**src/rtl/uart_phy.sv**
```systemverilog
// uart_phy: 8N1 serial PHY for the UART-lite peripheral.
//   Transmit side serializes one byte per tx_valid/tx_ready handshake onto
//   uart_tx (start bit, d[0]..d[7] LSB first, stop bit). Receive side
//   synchronizes uart_rx, centre-samples 8N1 frames and hands bytes to a
//   one-entry holding register with a valid/ready handshake.
// Ports:
//   clka          system clock (posedge)
//   rst_n         asynchronous active-low reset
//   tx_data/tx_valid/tx_ready   byte-level transmit handshake
//   rx_data/rx_valid/rx_ready   byte-level receive handshake (holding reg)
//   uart_tx       serial out, idle high, straight from a flop
//   uart_rx       serial in, asynchronous to clka
//   rx_frame_err  one-cycle pulse: stop bit sampled low, byte dropped
//   rx_overrun    one-cycle pulse: byte dropped, holding register full
module uart_phy #(
  parameter int CLK_DIV   = 868,
  parameter int BIT_CNT_W = 16
) (
  input  logic       clka,
  input  logic       rst_n,
  input  logic [7:0] tx_data,
  input  logic       tx_valid,
  output logic       tx_ready,
  output logic [7:0] rx_data,
  output logic       rx_valid,
  input  logic       rx_ready,
  output logic       uart_tx,
  input  logic       uart_rx,
  output logic       rx_frame_err,
  output logic       rx_overrun
);

  if (CLK_DIV < 4 || CLK_DIV > 65535) begin : g_bad_div
    $error("uart_phy: CLK_DIV must be in 4..65535");
  end
  if ((longint'(CLK_DIV) - 1) >= (longint'(1) << BIT_CNT_W)) begin : g_bad_cnt_w
    $error("uart_phy: BIT_CNT_W too narrow for CLK_DIV-1");
  end

  localparam logic [BIT_CNT_W-1:0] DIV_M1  = BIT_CNT_W'(CLK_DIV - 1);
  localparam logic [BIT_CNT_W-1:0] DIV_HALF = BIT_CNT_W'(CLK_DIV / 2);
  localparam logic [BIT_CNT_W-1:0] CNT_ONE = BIT_CNT_W'(1);

  typedef enum logic [1:0] {S_IDLE, S_START, S_DATA, S_STOP} state_e;

  // ---------------------------------------------------------------- TX
  state_e               tx_state_q, tx_state_d;
  logic [BIT_CNT_W-1:0] tx_cnt_q, tx_cnt_d;
  logic [2:0]           tx_bit_q, tx_bit_d;
  logic [7:0]           tx_shift_q, tx_shift_d;
  logic                 tx_q, tx_d;
  logic                 tx_ready_q, tx_ready_d;
  logic                 tx_expire;

  assign tx_expire = (tx_cnt_q == '0);

  always_ff @(posedge clka or negedge rst_n) begin
    if (!rst_n) begin
      tx_state_q <= S_IDLE;
      tx_cnt_q   <= '0;
      tx_bit_q   <= '0;
      tx_shift_q <= '0;
      tx_q       <= 1'b1;   // line goes idle the moment reset asserts
      tx_ready_q <= 1'b1;
    end else begin
      tx_state_q <= tx_state_d;
      tx_cnt_q   <= tx_cnt_d;
      tx_bit_q   <= tx_bit_d;
      tx_shift_q <= tx_shift_d;
      tx_q       <= tx_d;
      tx_ready_q <= tx_ready_d;
    end
  end

  // Every bit (start included) is counted DIV_M1..0, so each lasts exactly
  // CLK_DIV cycles; the next bit value is loaded into tx_q on expiry.
  always_comb begin
    tx_state_d = tx_state_q;
    tx_cnt_d   = tx_cnt_q;
    tx_bit_d   = tx_bit_q;
    tx_shift_d = tx_shift_q;
    tx_d       = tx_q;
    tx_ready_d = tx_ready_q;
    case (tx_state_q)
      S_IDLE: begin
        if (tx_valid && tx_ready_q) begin
          tx_state_d = S_START;
          tx_cnt_d   = DIV_M1;
          tx_shift_d = tx_data;
          tx_d       = 1'b0;
          tx_ready_d = 1'b0;
        end
      end
      S_START: begin
        if (tx_expire) begin
          tx_state_d = S_DATA;
          tx_cnt_d   = DIV_M1;
          tx_bit_d   = '0;
          tx_d       = tx_shift_q[0];
          tx_shift_d = {1'b0, tx_shift_q[7:1]};
        end else begin
          tx_cnt_d = tx_cnt_q - CNT_ONE;
        end
      end
      S_DATA: begin
        if (tx_expire) begin
          tx_cnt_d = DIV_M1;
          if (tx_bit_q == 3'd7) begin
            tx_state_d = S_STOP;
            tx_d       = 1'b1;
          end else begin
            tx_bit_d   = tx_bit_q + 3'd1;
            tx_d       = tx_shift_q[0];
            tx_shift_d = {1'b0, tx_shift_q[7:1]};
          end
        end else begin
          tx_cnt_d = tx_cnt_q - CNT_ONE;
        end
      end
      S_STOP: begin
        if (tx_expire) begin
          tx_state_d = S_IDLE;
          tx_ready_d = 1'b1;
        end else begin
          tx_cnt_d = tx_cnt_q - CNT_ONE;
        end
      end
      default: begin
        tx_state_d = S_IDLE;
        tx_d       = 1'b1;
        tx_ready_d = 1'b1;
      end
    endcase
  end

  assign uart_tx  = tx_q;
  assign tx_ready = tx_ready_q;

  // ---------------------------------------------------------------- RX
  // rx_s1/rx_s2 form the synchronizer; rx_s3 is the previous rx_s2 for
  // falling-edge detection. All reset high so reset never looks like a start.
  logic                 rx_s1_q, rx_s2_q, rx_s3_q;
  state_e               rx_state_q, rx_state_d;
  logic [BIT_CNT_W-1:0] rx_cnt_q, rx_cnt_d;
  logic [2:0]           rx_bit_q, rx_bit_d;
  logic [7:0]           rx_shift_q, rx_shift_d;
  logic [7:0]           rx_data_q, rx_data_d;
  logic                 rx_valid_q, rx_valid_d;
  logic                 rx_ferr_q, rx_ferr_d;
  logic                 rx_ovr_q, rx_ovr_d;
  logic                 rx_expire, rx_fall, rx_deliver, rx_load;

  assign rx_expire = (rx_cnt_q == '0);
  assign rx_fall   = rx_s3_q & ~rx_s2_q;

  always_ff @(posedge clka or negedge rst_n) begin
    if (!rst_n) begin
      rx_s1_q    <= 1'b1;
      rx_s2_q    <= 1'b1;
      rx_s3_q    <= 1'b1;
      rx_state_q <= S_IDLE;
      rx_cnt_q   <= '0;
      rx_bit_q   <= '0;
      rx_shift_q <= '0;
      rx_data_q  <= '0;
      rx_valid_q <= 1'b0;
      rx_ferr_q  <= 1'b0;
      rx_ovr_q   <= 1'b0;
    end else begin
      rx_s1_q    <= uart_rx;
      rx_s2_q    <= rx_s1_q;
      rx_s3_q    <= rx_s2_q;
      rx_state_q <= rx_state_d;
      rx_cnt_q   <= rx_cnt_d;
      rx_bit_q   <= rx_bit_d;
      rx_shift_q <= rx_shift_d;
      rx_data_q  <= rx_data_d;
      rx_valid_q <= rx_valid_d;
      rx_ferr_q  <= rx_ferr_d;
      rx_ovr_q   <= rx_ovr_d;
    end
  end

  // Half a bit after the start edge lands mid-start-bit; every later sample
  // is a full CLK_DIV further, so samples stay at bit centres.
  always_comb begin
    rx_state_d = rx_state_q;
    rx_cnt_d   = rx_cnt_q;
    rx_bit_d   = rx_bit_q;
    rx_shift_d = rx_shift_q;
    rx_deliver = 1'b0;
    rx_ferr_d  = 1'b0;
    case (rx_state_q)
      S_IDLE: begin
        if (rx_fall) begin
          rx_state_d = S_START;
          rx_cnt_d   = DIV_HALF;
        end
      end
      S_START: begin
        if (rx_expire) begin
          if (rx_s2_q) begin
            rx_state_d = S_IDLE;          // glitch, not a real start bit
          end else begin
            rx_state_d = S_DATA;
            rx_cnt_d   = DIV_M1;
            rx_bit_d   = '0;
          end
        end else begin
          rx_cnt_d = rx_cnt_q - CNT_ONE;
        end
      end
      S_DATA: begin
        if (rx_expire) begin
          rx_shift_d = {rx_s2_q, rx_shift_q[7:1]};
          rx_cnt_d   = DIV_M1;
          if (rx_bit_q == 3'd7) rx_state_d = S_STOP;
          else                  rx_bit_d   = rx_bit_q + 3'd1;
        end else begin
          rx_cnt_d = rx_cnt_q - CNT_ONE;
        end
      end
      S_STOP: begin
        if (rx_expire) begin
          // Back to IDLE mid-stop-bit so the next start edge is not missed.
          rx_state_d = S_IDLE;
          if (rx_s2_q) rx_deliver = 1'b1;
          else         rx_ferr_d  = 1'b1;
        end else begin
          rx_cnt_d = rx_cnt_q - CNT_ONE;
        end
      end
      default: rx_state_d = S_IDLE;
    endcase
  end

  // Holding register: a new byte may replace one being consumed this cycle.
  assign rx_load = rx_deliver && (!rx_valid_q || rx_ready);

  always_comb begin
    rx_valid_d = rx_valid_q;
    rx_data_d  = rx_data_q;
    if (rx_valid_q && rx_ready) rx_valid_d = 1'b0;
    if (rx_load) begin
      rx_valid_d = 1'b1;
      rx_data_d  = rx_shift_q;
    end
    rx_ovr_d = rx_deliver && !rx_load;
  end

  assign rx_data      = rx_data_q;
  assign rx_valid     = rx_valid_q;
  assign rx_frame_err = rx_ferr_q;
  assign rx_overrun   = rx_ovr_q;

endmodule

```
**config.mk**
```make
export PLATFORM = sky130hd
export DESIGN_NAME = uart_phy
export DESIGN_NICKNAME = d
export VERILOG_FILES = /design/src/rtl/uart_phy.sv
export SDC_FILE = /design/constraint.sdc
export NUM_CORES = 1
export LEC_CHECK = 0
export CAP_MARGIN = 20
export CORE_ASPECT_RATIO = 1.1
export CORE_MARGIN = 8
export CORE_UTILIZATION = 68
export CTS_CLUSTER_SIZE = 28
export DETAILED_ROUTE_END_ITERATION = 12
export DONT_BUFFER_PORTS = 1
export PLACE_DENSITY = 0.84
export REMOVE_ABC_BUFFERS = 1
export SLEW_MARGIN = 20
export SYNTH_ARGS = -nofsm -noshare
export SYNTH_HDL_FRONTEND = slang
export SYNTH_SLANG_ARGS = --single-unit
```
**constraint.sdc**
```tcl
create_clock -name clka -period 4.05 [get_ports clka]
set_clock_uncertainty 0.05 [all_clocks]
set_input_delay 0.405 -clock clka [delete_from_list [all_inputs] [get_ports clka]]
set_output_delay 0.405 -clock clka [all_outputs]
set_load 0.05 [all_outputs]
```
; Yosys cells after proc, flatten, opt, wreduce, memory -nomap -nowiden
; Index checks and enable logic that the tools add are counted.
[op_classes]
addsub = 4
n_eq_ne = 24
mux = 52
bitwise_logic = 2
reduce_logical = 27
[ops]
columns = cell, count
row1 = two-way mux 16 bit, 8
row2 = case mux 16 bit (4 select lines), 1
row3 = case mux 16 bit (3 select lines), 1
row4 = logical NOT 16 bit, 2
row5 = two-way mux 8 bit, 4
row6 = "subtractor 16 x 1 -> 16 bit, second input constant", 2
row7 = "inequality test 2 bit, second input constant", 15
row8 = case mux 8 bit (3 select lines), 1
row9 = two-way mux 2 bit, 11
row10 = two-way mux 3 bit, 7
row11 = AND reduction 5 bit, 4
row12 = case mux 2 bit (4 select lines), 2
row13 = two-way mux 1 bit, 13
row14 = case mux 3 bit (2 select lines), 2
row15 = "== test 2 bit, second input constant", 4
row16 = AND reduction 4 bit, 2
row17 = nonzero test 2 bit, 4
row18 = "adder 3 x 1 -> 3 bit, second input constant", 2
row19 = "== test 3 bit, second input constant", 2
row20 = AND reduction 3 bit, 2
row21 = "== test 2 x 1 -> 1 bit, second input constant", 2
row22 = logical AND 1 bit, 4
row23 = logical NOT 2 bit, 2
row24 = AND reduction 2 bit, 2
row25 = other kinds (9), 10
[word_totals]
register_bits = 74
output_inout_bits = 13

; Logic depth before layout (Yosys ltp)
; Gate-level depths: netlist of the first run.
[logic_depth]
word_depth = 6
depth_mapped = 9
depth_no_buf = 7

; Worst setup path before layout of the first run
; Ideal clock, no wire load.
[synth_timing]
path_kind = register -> register
from = reg rx_cnt_q[0]
to = reg rx_cnt_q[5]
t_arrival_ps = 2171
t_required_ps = 3874
slack_ps = 1703
path_stages_with_launch = 9
n_path_buf = 1
synth_period_minus_slack_ps = 2347
cell_sequence = dfrtp_1 > inv_1 > ha_1 > or4b_4 > or4_4 > o21ai_4 > buf_6 > a21oi_1 > o32a_1
[synth_between]
elab_chain_cells = 3
word_cells_on_any_way = 9
classes_between = 1 x add/sub / 2 x eq/ne / 4 x mux / 2 x reduce/logical
[synth_rtl]
columns = item, line_no
row1 = from (decl), 144  ; logic [BIT_CNT_W-1:0] rx_cnt_q, rx_cnt_d;
row2 = from (signal assigned), 174  ; rx_cnt_q <= rx_cnt_d;
row3 = subtractor 16 x 1 -> 16 bit / logical NOT 16 bit (equally long branches), --
row4 = two-way mux 16 bit (tied with other cells), 224  ; if (rx_expire) begin
row5 = case mux 16 bit (4 select lines) / AND reduction 3 bit (equally long branches), --
; Several ways; a longest one is shown, not always the timed one. The select of a mux whose other input is x is not followed.
; A chain may end at the register's enable or synchronous reset.

; Final worst setup path of the first run
[layout_timing]
from = reg tx_state_q[0]
to = reg tx_cnt_q[12]
[layout_between]
elab_chain_cells = 3
word_cells_on_any_way = 9
classes_between = 5 x eq/ne / 1 x mux / 3 x reduce/logical
[layout_rtl]
columns = item, line_no
row1 = from (decl), 47  ; state_e tx_state_q, tx_state_d;
row2 = from (signal assigned), 66  ; tx_state_q <= tx_state_d;
row3 = == test 2 bit (tied with other cells), 84  ; case (tx_state_q)
row4 = OR reduction 2 bit (no line) / inequality test 2 bit (equally long branches), --
row5 = case mux 16 bit (3 select lines) / AND reduction 2 bit (equally long branches), --
row6 = to (signal assigned), 67  ; tx_cnt_q <= tx_cnt_d;
row7 = to (decl), 48  ; logic [BIT_CNT_W-1:0] tx_cnt_q, tx_cnt_d;
; Several ways; a longest one is shown, not always the timed one.

==> metrics.md, run 1 <==
| Metric | Value |
|---|---|
| Final hold violations | `0` |
| Design area | `0.00423 mm^2` |
| RSZ-0062 raised after global routing | `false` |
| Hold Path Class | `primary input to flop` |
| Diodes inserted | `0` |
| Non-filler cells, final | `477` |
| Clock-pin slew on the worst setup and hold paths | `0.09 ns` |
| Die Y | `96.5 um` |
| CP cell instances | `inv_1, ha_1, a21boi_1, nor2_1, a32o_1, a311oi_1` |
| Later-pin clock latency in the skew report | `0.35 ns` |
| Critical Path Max Stage Delay | `0.64 ns` |
| CTS resizes | `0` |
| Fin. max-slew vios | `0` |
| Worst EP required | `4.24 ns` |
| Period utilization | `65.8%` |
| GP Congestion | `0.956` |
| Worst Tran Pin Value | `0.873 ns` |
| H-tree depth | `3` |
| Area Growth Syn to Fin | `5.59%` |
| Avg Inst Size Synth | `10.1 um^2` |
| DP Worst Slack | `1.46 ns` |
| Worst R2R Path Depth | `6` |
| Total track usage | `21.4%` |
| Final core occ | `73.8%` |
| Total Power | `2.05 mW` |
| Final global-route overflow total | `0` |
| Post-Syn Area | `0.00401 mm^2` |
| Sequential fraction of the synthesis area | `46.3%` |
| Synth Instances | `396` |
| Synth area leader | `dfrtp_1` |
| Row count | `29` |
| Top delay family on crit path | `compound AO/OA/AOI/OAI gates` |
| Maximum clock rate | `375 MHz` |
| Initial Utilization | `69.9%` |
| Post-layout min period | `2.66 ns` |
| Leakage power | `1.83 nW` |
| Core ar. | `0.00573 mm^2` |
| CP startpoint kind | `flop` |
| CTS Buffer Depth | `2` |
| Routed len/inst | `17.8 um` |
| Post-synth EDFFs | `0` |
| Die area | `0.00861 mm^2` |
| #FFs+latches synth | `74` |
| First-pass DRT Iterations | `5` |
| Largest net degree at the start of global routing | `75` |
| Status | `finished, final reports clean` |
| Synth area leaders | `dfrtp_1, a21oi_1, ha_1` |
| Final wirelength | `8.48 mm` |
| # setup viols final | `0` |
| Hold depth | `1` |
| Multiplexer area fraction after synthesis | `6.99%` |
| I/O pins | `26` |
| Initial antenna violation count | `0` |
| Arr. time, crit path | `2.85 ns` |
| Dpl cells | `458` |
| Crit path depth | `6` |
| Max stage delay cell, worst path | `a21boi_1` |
| Drt drc | `0` |
| Vias/cell | `6.56` |
| Hold buffers post-CTS | `3` |
| CTS Sinks | `74` |
| Final hold slack | `0.156 ns` |
| Synth Area in Simple Gates | `16.9%` |
| Yosys warnings | `0` |
| ANT nets after route | `0` |
| Kind of critical path | `flop to flop` |
| First-pass GRT wire length | `14.4 mm` |
| Setup_tns | `0 ns` |
| Worst slew margin | `41.0%` |
| Die width | `89.2 um` |
| Total number of vias | `3131` |
| Synth Area in Adders | `5.31%` |
| TritonCTS Buffers | `9` |
| Worst VDD drop | `392 uV` |
| Netlist cell types | `60` |
| Clock root buffer | `clkbuf_8` |
| Vias in the first global route | `3053` |
| Setup Fix Bufs, Post-CTS | `0` |
| Final worst setup slack | `1.39 ns` |
| Cell area power density | `484 mW/mm^2` |
| CTS tree | `done` |
| Final Net Count | `425` |
| Maxcap violations | `0` |
| CP endpoint kind | `flop` |
| Buf+Inv Stages, Crit Path | `1` |
| CP max FO | `11` |
| FFs w/ async S/R, synth | `100%` |
| Top FF cell, synth | `dfrtp_1` |
| Detailed router's first-iteration violation count | `243` |
| Fraction of layout cells with a size suffix above 1 | `11.8%` |
| DP Area | `0.00402 mm^2` |
| Synth Area in XOR/XNOR | `1.31%` |
| I/O Buffers | `0` |
| Largest family of logic cells by synthesized area | `compound AO/OA/AOI/OAI gates` |
| Compound-Gate Fraction of Synth Area | `19.5%` |
| Share of the synthesized area in the top cell type | `43.1%` |
| Hpwl dp | `5.81 mm` |
Yosys cell counts (3+ instances only):
| library cell | count |
|---|---|
| nor4_1 | 7 |
| xor2_1 | 4 |
| o21ai_0 | 13 |
| a21oi_1 | 43 |
| o21a_1 | 3 |
| o31ai_1 | 5 |
| or3_1 | 7 |
| a31oi_1 | 5 |
| nor3_1 | 12 |
| o22a_1 | 4 |
| inv_1 | 16 |
| dfrtp_1 | 69 |
| dfstp_2 | 5 |
| o41ai_1 | 4 |
| buf_2 | 3 |
| clkbuf_1 | 7 |
| mux2i_1 | 10 |
| o2111ai_1 | 5 |
| a21o_1 | 5 |
| nor2_1 | 34 |
| nand2_1 | 24 |
| nand4_1 | 4 |
| mux2_2 | 16 |
| nor3b_1 | 3 |
| a22o_1 | 6 |
| or4_1 | 6 |
| nand2b_1 | 5 |
| and2_1 | 4 |
| nand3_1 | 7 |
| o2bb2ai_1 | 3 |
| ha_1 | 17 |
where the power goes:
group	switching (mW)	total [mW]	leakage, nW	internal [mW]
registers	0.0779	0.880	0.941	0.803
clock network	0.273	0.494	0.0753	0.221
logic	0.420	0.675	0.811	0.255
cells by family (layout without fill, tap and decap cells):
logic type                 Yosys count  after routing
AOI/OAI and AO/OA                  117            117
xor gates and xnor gates             6              6
adders and majority gates           17             17
buffers and inverters               31             35
DFF                                 74             74
muxes                               26             26
and+or+nand+nor                    125            125
layer usage:
metal  part of all wire (%)  GRT usage (%)  wire (um)  vias up
met2                     49           36.3       4190      129
li1                       -              -          -     1474
met5                      0              0          0        -
met3                    7.0           5.25        591       21
met1                     42           25.9       3570     1507
met4                    1.6           7.91        132        0
state kept, by name, indices dropped and copies added, names as in the netlist, 2 cells and up, named ones only:
signal and flops:
rx_bit_q 3, rx_cnt_q 16, rx_data 8, rx_shift_q 8, tx_bit_q 3, tx_cnt_q 16, tx_shift_q 8, tx_state_q 2
worst paths after layout:
path	startpoint	end	slack, ns
min reg2reg	rx_s1_q	rx_s2_q	0.31
max	tx_state_q[0]	tx_cnt_q[12]	1.39
min	tx_data[7]	tx_shift_q[7]	0.16
min in group asynchronous	rst_n	tx_shift_q[1]	0.53
max in group asynchronous	rst_n	rx_s3_q	3.06
max reg2reg	tx_state_q[0]	tx_cnt_q[12]	1.39
cell type report:
type,count,area (um^2)
Clock buffer,11,131
Clock inverter,5,32.5
Fill cell,397,1500
Inverter,16,60.1
Multi-Input combinational cell,291,2010
Sequential cell,74,1860
Tap cell,77,96.3
Timing Repair Buffer,3,47.5
cells in the final DEF, fill, tap and decap left out, types with 3 or more instances in the layout:
cell,count
mux2_2,16
a22o_1,6
or4_1,6
a31oi_1,5
and2_1,4
clkbuf_8,9
nor2_1,34
xor2_1,4
nand2b_1,5
dfrtp_1,69
nand4_1,4
clkinvlp_4,3
mux2i_1,10
o2111ai_1,5
a21o_1,5
a21oi_1,43
nand3_1,7
nor4_1,7
dfstp_2,5
ha_1,17
o31ai_1,5
o22a_1,4
nor3b_1,3
o2bb2ai_1,3
inv_1,16
o21a_1,3
nand2_1,24
o41ai_1,4
o21ai_0,13
or3_1,7
nor3_1,12
Note: power is estimated with default switching activity, not from simulation.
==> run 2, diff against run 1 <==
--- a/config.mk
+++ b/config.mk
@@ -5,14 +5,15 @@
 export SDC_FILE = /design/constraint.sdc
 export NUM_CORES = 1
 export LEC_CHECK = 0
+export ABC_AREA = 1
 export CAP_MARGIN = 20
 export CORE_ASPECT_RATIO = 1.1
 export CORE_MARGIN = 8
-export CORE_UTILIZATION = 68
+export CORE_UTILIZATION = 64
 export CTS_CLUSTER_SIZE = 28
 export DETAILED_ROUTE_END_ITERATION = 12
 export DONT_BUFFER_PORTS = 1
-export PLACE_DENSITY = 0.84
+export PLACE_DENSITY = 0.8
 export REMOVE_ABC_BUFFERS = 1
 export SLEW_MARGIN = 20
 export SYNTH_ARGS = -nofsm -noshare
==> constraint.sdc (replaced) <==
create_clock -name clka -period 2.6 [get_ports clka]
set_clock_uncertainty 0.05 [all_clocks]
set_input_delay 0.26 -clock clka [delete_from_list [all_inputs] [get_ports clka]]
set_output_delay 0.26 -clock clka [all_outputs]
set_load 0.05 [all_outputs]
==> run 2 against run 1 <==
Worst setup slack worse by 0.82 ns. Non-clock buffer count did not move. Synthesized area rose by 5.7%. Sequential share of layout area decreased by 3.1 points. Sequential power is 47% higher. Critical path depth up 2. Design area up 7.6%. Flip-flop and latch count did not move. Register-to-register slack worse by 0.82 ns. Clock power rose by 100%. First-iteration DRC count fell by 56%.
==> metrics.md, run 2 <==
| Metric | Value |
|---|---|
| Vias in the first global route | `3502 (+15%)` |
| Synth Area in Simple Gates | `30.3% (+13 points)` |
| Dpl cells | `612 (+34%)` |
| Worst EP required | `2.83 ns (-1.41 ns)` |
| H-tree depth | `3 (unchanged)` |
| Synth area leaders | `dfrtp_1, nand2_1, inv_1` |
| Final global-route overflow total | `0 (unchanged)` |
| Synth area leader | `dfrtp_1` |
| CP max FO | `14 (+3)` |
| Leakage power | `2.18 nW (+19%)` |
| Fraction of layout cells with a size suffix above 1 | `12.2% (+0.45 points)` |
| Die Y | `101 um (+5.0%)` |
| Multiplexer area fraction after synthesis | `1.65% (-5.3 points)` |
| # setup viols final | `0 (unchanged)` |
| Netlist cell types | `34 (-43%)` |
| Vias/cell | `5.41 (-18%)` |
| First-pass DRT Iterations | `4 (-1)` |
| Drt drc | `0 (unchanged)` |
| Most frequent cells in the layout | `nand2_1, inv_1, dfrtp_1` |
| Largest family of logic cells by synthesized area | `simple AND/OR/NAND/NOR gates` |
| Final worst setup slack | `0.568 ns (-0.819 ns)` |
| FFs w/ async S/R, synth | `100% (unchanged)` |
| Worst R2R Path Depth | `8 (+2)` |
| Most common library cells after synthesis | `nand2_1, inv_1, dfrtp_1` |
| Compound-Gate Fraction of Synth Area | `9.86% (-9.6 points)` |
| Worst Tran Pin Value | `0.590 ns (-0.283 ns)` |
| Hold depth | `2 (+1)` |
| Post-synth EDFFs | `0 (unchanged)` |
| Worst VDD drop | `495 uV (+26%)` |
| Largest net degree at the start of global routing | `75 (unchanged)` |
| Hold Path Class | `primary input to flop` |
| CP endpoint kind | `flop` |
| Die width | `93.6 um (+4.9%)` |
| Cell area power density | `690 mW/mm^2 (+42%)` |
| Maximum clock rate | `492 MHz (+31%)` |
| Total Power | `3.14 mW (+53%)` |
| Synth Instances | `537 (+36%)` |
| Share of the synthesized area in the top cell type | `40.7% (-2.3 points)` |
| Later-pin clock latency in the skew report | `0.35 ns (about the same)` |
| Non-filler cells, final | `631 (+32%)` |
| Status | `finished, final reports clean` |
| Setup_tns | `0 ns (unchanged)` |
| ANT nets after route | `0 (unchanged)` |
| I/O Buffers | `0 (unchanged)` |
| CTS Sinks | `74 (unchanged)` |
| GP Congestion | `0.929 (-2.8%)` |
| Top FF cell, synth | `dfrtp_1` |
| Avg Inst Size Synth | `7.89 um^2 (-22%)` |
| Clock-pin slew on the worst setup and hold paths | `0.09 ns (about the same)` |
| Yosys warnings | `0 (unchanged)` |
| TritonCTS Buffers | `9 (unchanged)` |
| Post-layout min period | `2.03 ns (-0.631 ns)` |
| Die area | `0.00948 mm^2 (+10%)` |
| Arr. time, crit path | `2.26 ns (-0.59 ns)` |
| DP Worst Slack | `0.579 ns (-0.879 ns)` |
| Commonest non-fill, non-tap cell in the layout | `nand2_1` |
| First-pass GRT wire length | `15.7 mm (+9.0%)` |
| Core ar. | `0.00652 mm^2 (+14%)` |
| CTS Buffer Depth | `2 (unchanged)` |
| Setup Fix Bufs, Post-CTS | `0 (unchanged)` |
| Kind of critical path | `flop to flop` |
| Detailed router's first-iteration violation count | `108 (-56%)` |
| #FFs+latches synth | `74 (unchanged)` |
| CTS tree | `done` |
| CTS resizes | `0 (unchanged)` |
| Synth Area in Adders | `5.02% (-0.29 points)` |
| I/O pins | `26 (unchanged)` |
| Hpwl dp | `6.29 mm (+8.3%)` |
| Post-Syn Area | `0.00424 mm^2 (+5.7%)` |
| Final wirelength | `8.77 mm (+3.3%)` |
| Fin. max-slew vios | `0 (unchanged)` |
| Filler cell count | `530 (+34%)` |
| Final Net Count | `574 (+35%)` |
| Area Growth Syn to Fin | `7.50%` |
| Maxcap violations | `0 (unchanged)` |
| Clock root buffer | `clkbuf_8` |
| Diodes inserted | `0 (unchanged)` |
| Sequential fraction of the synthesis area | `43.8% (-2.5 points)` |
| Row count | `31 (+6.9%)` |
| Total number of vias | `3415 (+9.1%)` |
| CP startpoint kind | `flop` |
| Top-count cell post-synth | `nand2_1` |
| Initial Utilization | `65.0% (-4.9 points)` |
| Initial antenna violation count | `0 (unchanged)` |
| Period utilization | `78.2% (+12 points)` |
| RSZ-0062 raised after global routing | `false` |
| Final core occ | `69.9% (-3.9 points)` |
| Biggest regs | `rx_cnt_q: 16 flops, tx_cnt_q: 16 flops` |
| Final hold violations | `0 (unchanged)` |
| Total track usage | `20.6% (-0.79 points)` |
| Synth Area in XOR/XNOR | `1.24% (-0.071 points)` |
| Routed len/inst | `13.9 um (-22%)` |
| Worst slew margin | `60.7% (+20 points)` |
run 2: cell count changes in the layout (fill, tap and decap cells not counted), moves of 26 or more:
cell / previous run / this run
inv_1: 16 / 70
a21oi_1: 43 / 10
nand2_1: 24 / 132
nor2_1: 34 / 60
nand3_1: 7 / 41
run 2: cell families (layout without fill, tap and decap cells):
family | count (synthesis) | in the layout
AND/OR/NAND/NOR | 278 | 278
buffers and inverters | 82 | 94
flip-flops | 74 | 74
AO/OA/AOI/OAI | 73 | 73
adder cells (fa/ha/maj) | 17 | 17
multiplexers | 7 | 7
XOR/XNOR | 6 | 6
run 2: timing repair:
action	CTS	global route
endpoints found under the setup margin	0	0
hold buffers	3	0
hold endpoints to repair	75	0
run 2: worst paths after layout:
kind / from / end / slack (ns)
min in group asynchronous: rst_n / tx_shift_q[5] / 0.38
min reg2reg: rx_s1_q / rx_s2_q / 0.31
max in group asynchronous: rst_n / rx_s1_q / 1.76
max reg2reg: tx_state_q[1] / tx_cnt_q[3] / 0.57
max: tx_state_q[1] / tx_cnt_q[3] / 0.57
min: tx_data[7] / tx_shift_q[7] / 0.02
run 2: routing by layer:
layer / track usage (%) / part of all wire [%] / vias up / wire [um]
li1: - / - / 1726 / -
met1: 24.1 / 43 / 1597 / 3780
met2: 35.2 / 51 / 80 / 4490
met3: 4.97 / 4.2 / 12 / 372
met4: 9.16 / 1.5 / 0 / 133
met5: 0 / 0 / - / 0
run 2: report_power, final:
part / total [mW] / switching (mW) / internal [mW]
Clock: 1.01 / 0.461 / 0.550
Combinational: 0.841 / 0.583 / 0.259
Sequential: 1.29 / 0.0636 / 1.23
run 2: cell type report:
cell class                 count  area, um^2  share of cell area, %
multi-input combinational    381        2040                   44.7
sequential                    74        1860                   40.8
inverter                      75         284                   6.23
clock buffer                   9         124                   2.72
clock inverter                 7         103                   2.25
tap                           82         103                   2.25
timing repair buffer           3        47.5                   1.04
run 2: per-stage QoR:
step	area (um^2)	hold WS (ns)
2_1_floorplan	4180	-0.0856
3_3_place_gp	4280	-0.0837
3_5_place_dp	4280	-0.0830
4_1_cts	4560	0.0105
5_1_grt	4560	0.000862
6_report	4560	0.0163
run 2: critical path: stages (launching register included):
cell,delay [ns]
dfrtp_1,0.40
inv_1,0.09
ha_1,0.67
nor2_1,0.17
nor2_1,0.12
nand2_1,0.13
nand2_2,0.16
nand2_1,0.06
nor2_1,0.10
==> run 3, diff against run 2 <==
==> constraint.sdc (replaced) <==
create_clock -name clka -period 1.99 [get_ports clka]
set_clock_uncertainty 0.05 [all_clocks]
set_input_delay 0.199 -clock clka [delete_from_list [all_inputs] [get_ports clka]]
set_output_delay 0.199 -clock clka [all_outputs]
set_load 0.05 [all_outputs]
==> run 3 against run 2 <==
Design area rose by 0.58%. Die area did not move. Non-clock buffer count rose by 7. Total power rose by 25%. Worst hold slack got worse by 0.0042 ns. Register-to-register slack got worse by 0.42 ns. Via count barely moved. Count of clock-buffer cells in the layout did not move. Largest power group unchanged. Combinational power rose by 36%. Clock power rose by 9%. Global-route usage fell by 0.68 points. Utilization rose by 0.40 points.
==> metrics.md, run 3 (same netlist as run 2, synthesis figures left out) <==
| Metric | Value |
|---|---|
| Initial Utilization | `65.0% (unchanged)` |
| Final hold violations | `0 (unchanged)` |
| Die Y | `101 um (unchanged)` |
| Register-to-register setup slack | `0.15 ns (-0.42 ns)` |
| First-pass DRT Iterations | `4 (unchanged)` |
| Setup_tns | `0 ns (unchanged)` |
| Storage cell area | `0.00186 mm^2 (unchanged)` |
| TritonCTS Buffers | `9 (unchanged)` |
| Hold Path Class | `primary input to flop` |
| Row count | `31 (unchanged)` |
| Core ar. | `0.00652 mm^2 (unchanged)` |
| Maximum clock rate | `542 MHz (+10%)` |
| CP cell instances | `inv_1, ha_1, inv_1, o21ai_2, nand3_4, nand2_8, inv_2, nand2_1, inv_2, nor2_1` |
| Vias in the first global route | `3500 (-0.057%)` |
| Total track usage | `20.0% (-0.68 points)` |
| Biggest regs | `rx_cnt_q: 16 flops, tx_cnt_q: 16 flops` |
| Clock root buffer | `clkbuf_8` |
| Diodes inserted | `0 (unchanged)` |
| Worst VDD drop | `694 uV (+40%)` |
| Die area | `0.00948 mm^2 (unchanged)` |
| Post-layout min period | `1.84 ns (-0.187 ns)` |
| CP max FO | `12 (-2)` |
| CTS Buffer Depth | `2 (unchanged)` |
| Vias/cell | `5.35 (-1.2%)` |
| I/O Buffers | `0 (unchanged)` |
| Period utilization | `92.7% (+15 points)` |
| CP startpoint kind | `flop` |
| # setup viols final | `0 (unchanged)` |
| Detailed router's first-iteration violation count | `156 (+44%)` |
| Clock-pin slew on the worst setup and hold paths | `0.08 ns (about the same)` |
| Non-filler cells, final | `638 (+1.1%)` |
| Top delay family on crit path | `simple AND/OR/NAND/NOR gates` |
| Crit Reg-Reg Endpoint | `rx_cnt_q[13]` |
| Routed len/inst | `13.5 um (-3.1%)` |
| CTS Sinks | `74 (unchanged)` |
| Final worst setup slack | `0.145 ns (-0.423 ns)` |
| Kind of critical path | `flop to flop` |
| Final global-route overflow total | `0 (unchanged)` |
| GP Congestion | `0.938 (+0.90%)` |
| Status | `finished, final reports clean` |
| Total number of vias | `3413 (-0.059%)` |
| First-pass GRT wire length | `15.3 mm (-2.9%)` |
| Total Power | `3.92 mW (+25%)` |
| Later-pin clock latency in the skew report | `0.35 ns (about the same)` |
| Leakage power | `2.20 nW (+0.64%)` |
| Fin. max-slew vios | `0 (unchanged)` |
| Dpl cells | `616 (+0.65%)` |
| Max stage delay cell, worst path | `dfrtp_1` |
| Hpwl dp | `6.19 mm (-1.6%)` |
| Die width | `93.6 um (unchanged)` |
| Worst Tran Pin Value | `0.495 ns (-0.0947 ns)` |
| Final Net Count | `581 (+1.2%)` |
| Multi-input gate area | `0.00205 mm^2 (+0.61%)` |
| Area Growth Syn to Fin | `8.12%` |
| CP endpoint | `rx_cnt_q[13]` |
| RSZ-0062 raised after global routing | `false` |
| Most frequent cells in the layout | `nand2_1, dfrtp_1, inv_1` |
| Initial antenna violation count | `0 (unchanged)` |
| Commonest non-fill, non-tap cell in the layout | `nand2_1` |
| CTS tree | `done` |
| Worst EP required | `2.22 ns (-0.61 ns)` |
| Worst slew margin | `67.0% (+6.3 points)` |
| Filler cell count | `512 (-3.4%)` |
| CP endpoint kind | `flop` |
| H-tree depth | `3 (unchanged)` |
| Drt drc | `0 (unchanged)` |
| Final wirelength | `8.59 mm (-2.0%)` |
| Fraction of layout cells with a size suffix above 1 | `13.5% (+1.3 points)` |
| ANT nets after route | `0 (unchanged)` |
| Crit path depth | `10 (+2)` |
| Critical Path Max Stage Delay | `0.42 ns (-0.25 ns)` |
| DP Worst Slack | `0.0988 ns (-0.481 ns)` |
| Worst R2R Path Depth | `10 (+2)` |
| Cell area power density | `856 mW/mm^2 (+24%)` |
| Buf+Inv Stages, Crit Path | `4 (+3)` |
| I/O pins | `26 (unchanged)` |
| Maxcap violations | `0 (unchanged)` |
| Arr. time, crit path | `2.07 ns (-0.19 ns)` |
| Largest net degree at the start of global routing | `75 (unchanged)` |
-- run 3: cell count changes in the layout (fill, tap and decap cells not counted), sizes merged --
cell         before  now
buf               1    6
inv              76   80
clkinv            4    1
bufinv            2    0
dlygate4sd3       2    4
clkinvlp          0    1
-- run 3: worst min path at each step --
stage,from,to,slack [ns],cells after the start
2_1_floorplan,rst_n,asynchronous set/reset pin,-0.15,0
3_3_place_gp,rst_n,tx_shift_q[2],-0.14,0
3_5_place_dp,rst_n,tx_shift_q[1],-0.14,0
4_1_cts,tx_data[0],tx_shift_q[0],0.0006,2
5_1_grt,tx_data[1],tx_shift_q[1],0.004,2
6_report,tx_data[0],tx_shift_q[0],0.01,2
-- run 3: report_power, final --
group / internal, mW / switching [mW] / total [mW] / leakage (nW)
Clock: 0.477 / 0.621 / 1.10 / 0.0929
Sequential: 1.60 / 0.0851 / 1.69 / 0.949
Combinational: 0.376 / 0.764 / 1.14 / 1.15
Total: 2.45 / 1.47 / 3.92 / 2.20
-- run 3: timing repair --
action	4_1_cts	5_1_grt
buffers inserted	0	1
hold buffers	4	1
endpoints found under the hold margin	76	1
gates resized for setup	0	4
endpoints found under the setup margin	0	11
-- run 3: through the flow --
step / hold slack (ns) / instance area, um^2 / utilization, %
2_1_floorplan: -0.147 / 4180 / -
3_3_place_gp: -0.145 / 4310 / 66.2
3_5_place_dp: -0.144 / 4310 / 66.2
4_1_cts: 0.000567 / 4550 / 69.9
5_1_grt: 0.00424 / 4580 / 70.3
6_report: 0.0122 / 4580 / 70.3
-- run 3: routing by layer --
metal  vias to the layer above  GRT usage, %  routed length [um]
li1                       1740             -                   -
met1                      1595          23.6                3750
met2                        65          34.1                4300
met3                        13          3.85                 372
met4                         0          9.40                 172
met5                         -             0                   0
-- run 3: final cells by class --
| class | instances | area share [%] |
|---|---|---|
| clock buffer | 9 | 2.70 |
| inverter | 75 | 6.20 |
| timing repair buffer | 10 | 2.29 |
| tap | 82 | 2.24 |
| sequential | 74 | 40.6 |
| clock inverter | 7 | 1.28 |
| multi-input combinational | 381 | 44.7 |
-- run 3: worst register-to-register path, delay by kind of cell (launching register included) --
| kind | cells | cell delay [ns] |
|---|---|---|
| and+or+nand+nor | 4 | 0.50 |
| DFF | 1 | 0.42 |
| buffers and inverters | 4 | 0.41 |
| adders and majority gates | 1 | 0.22 |
| AOI/OAI and AO/OA | 1 | 0.18 |
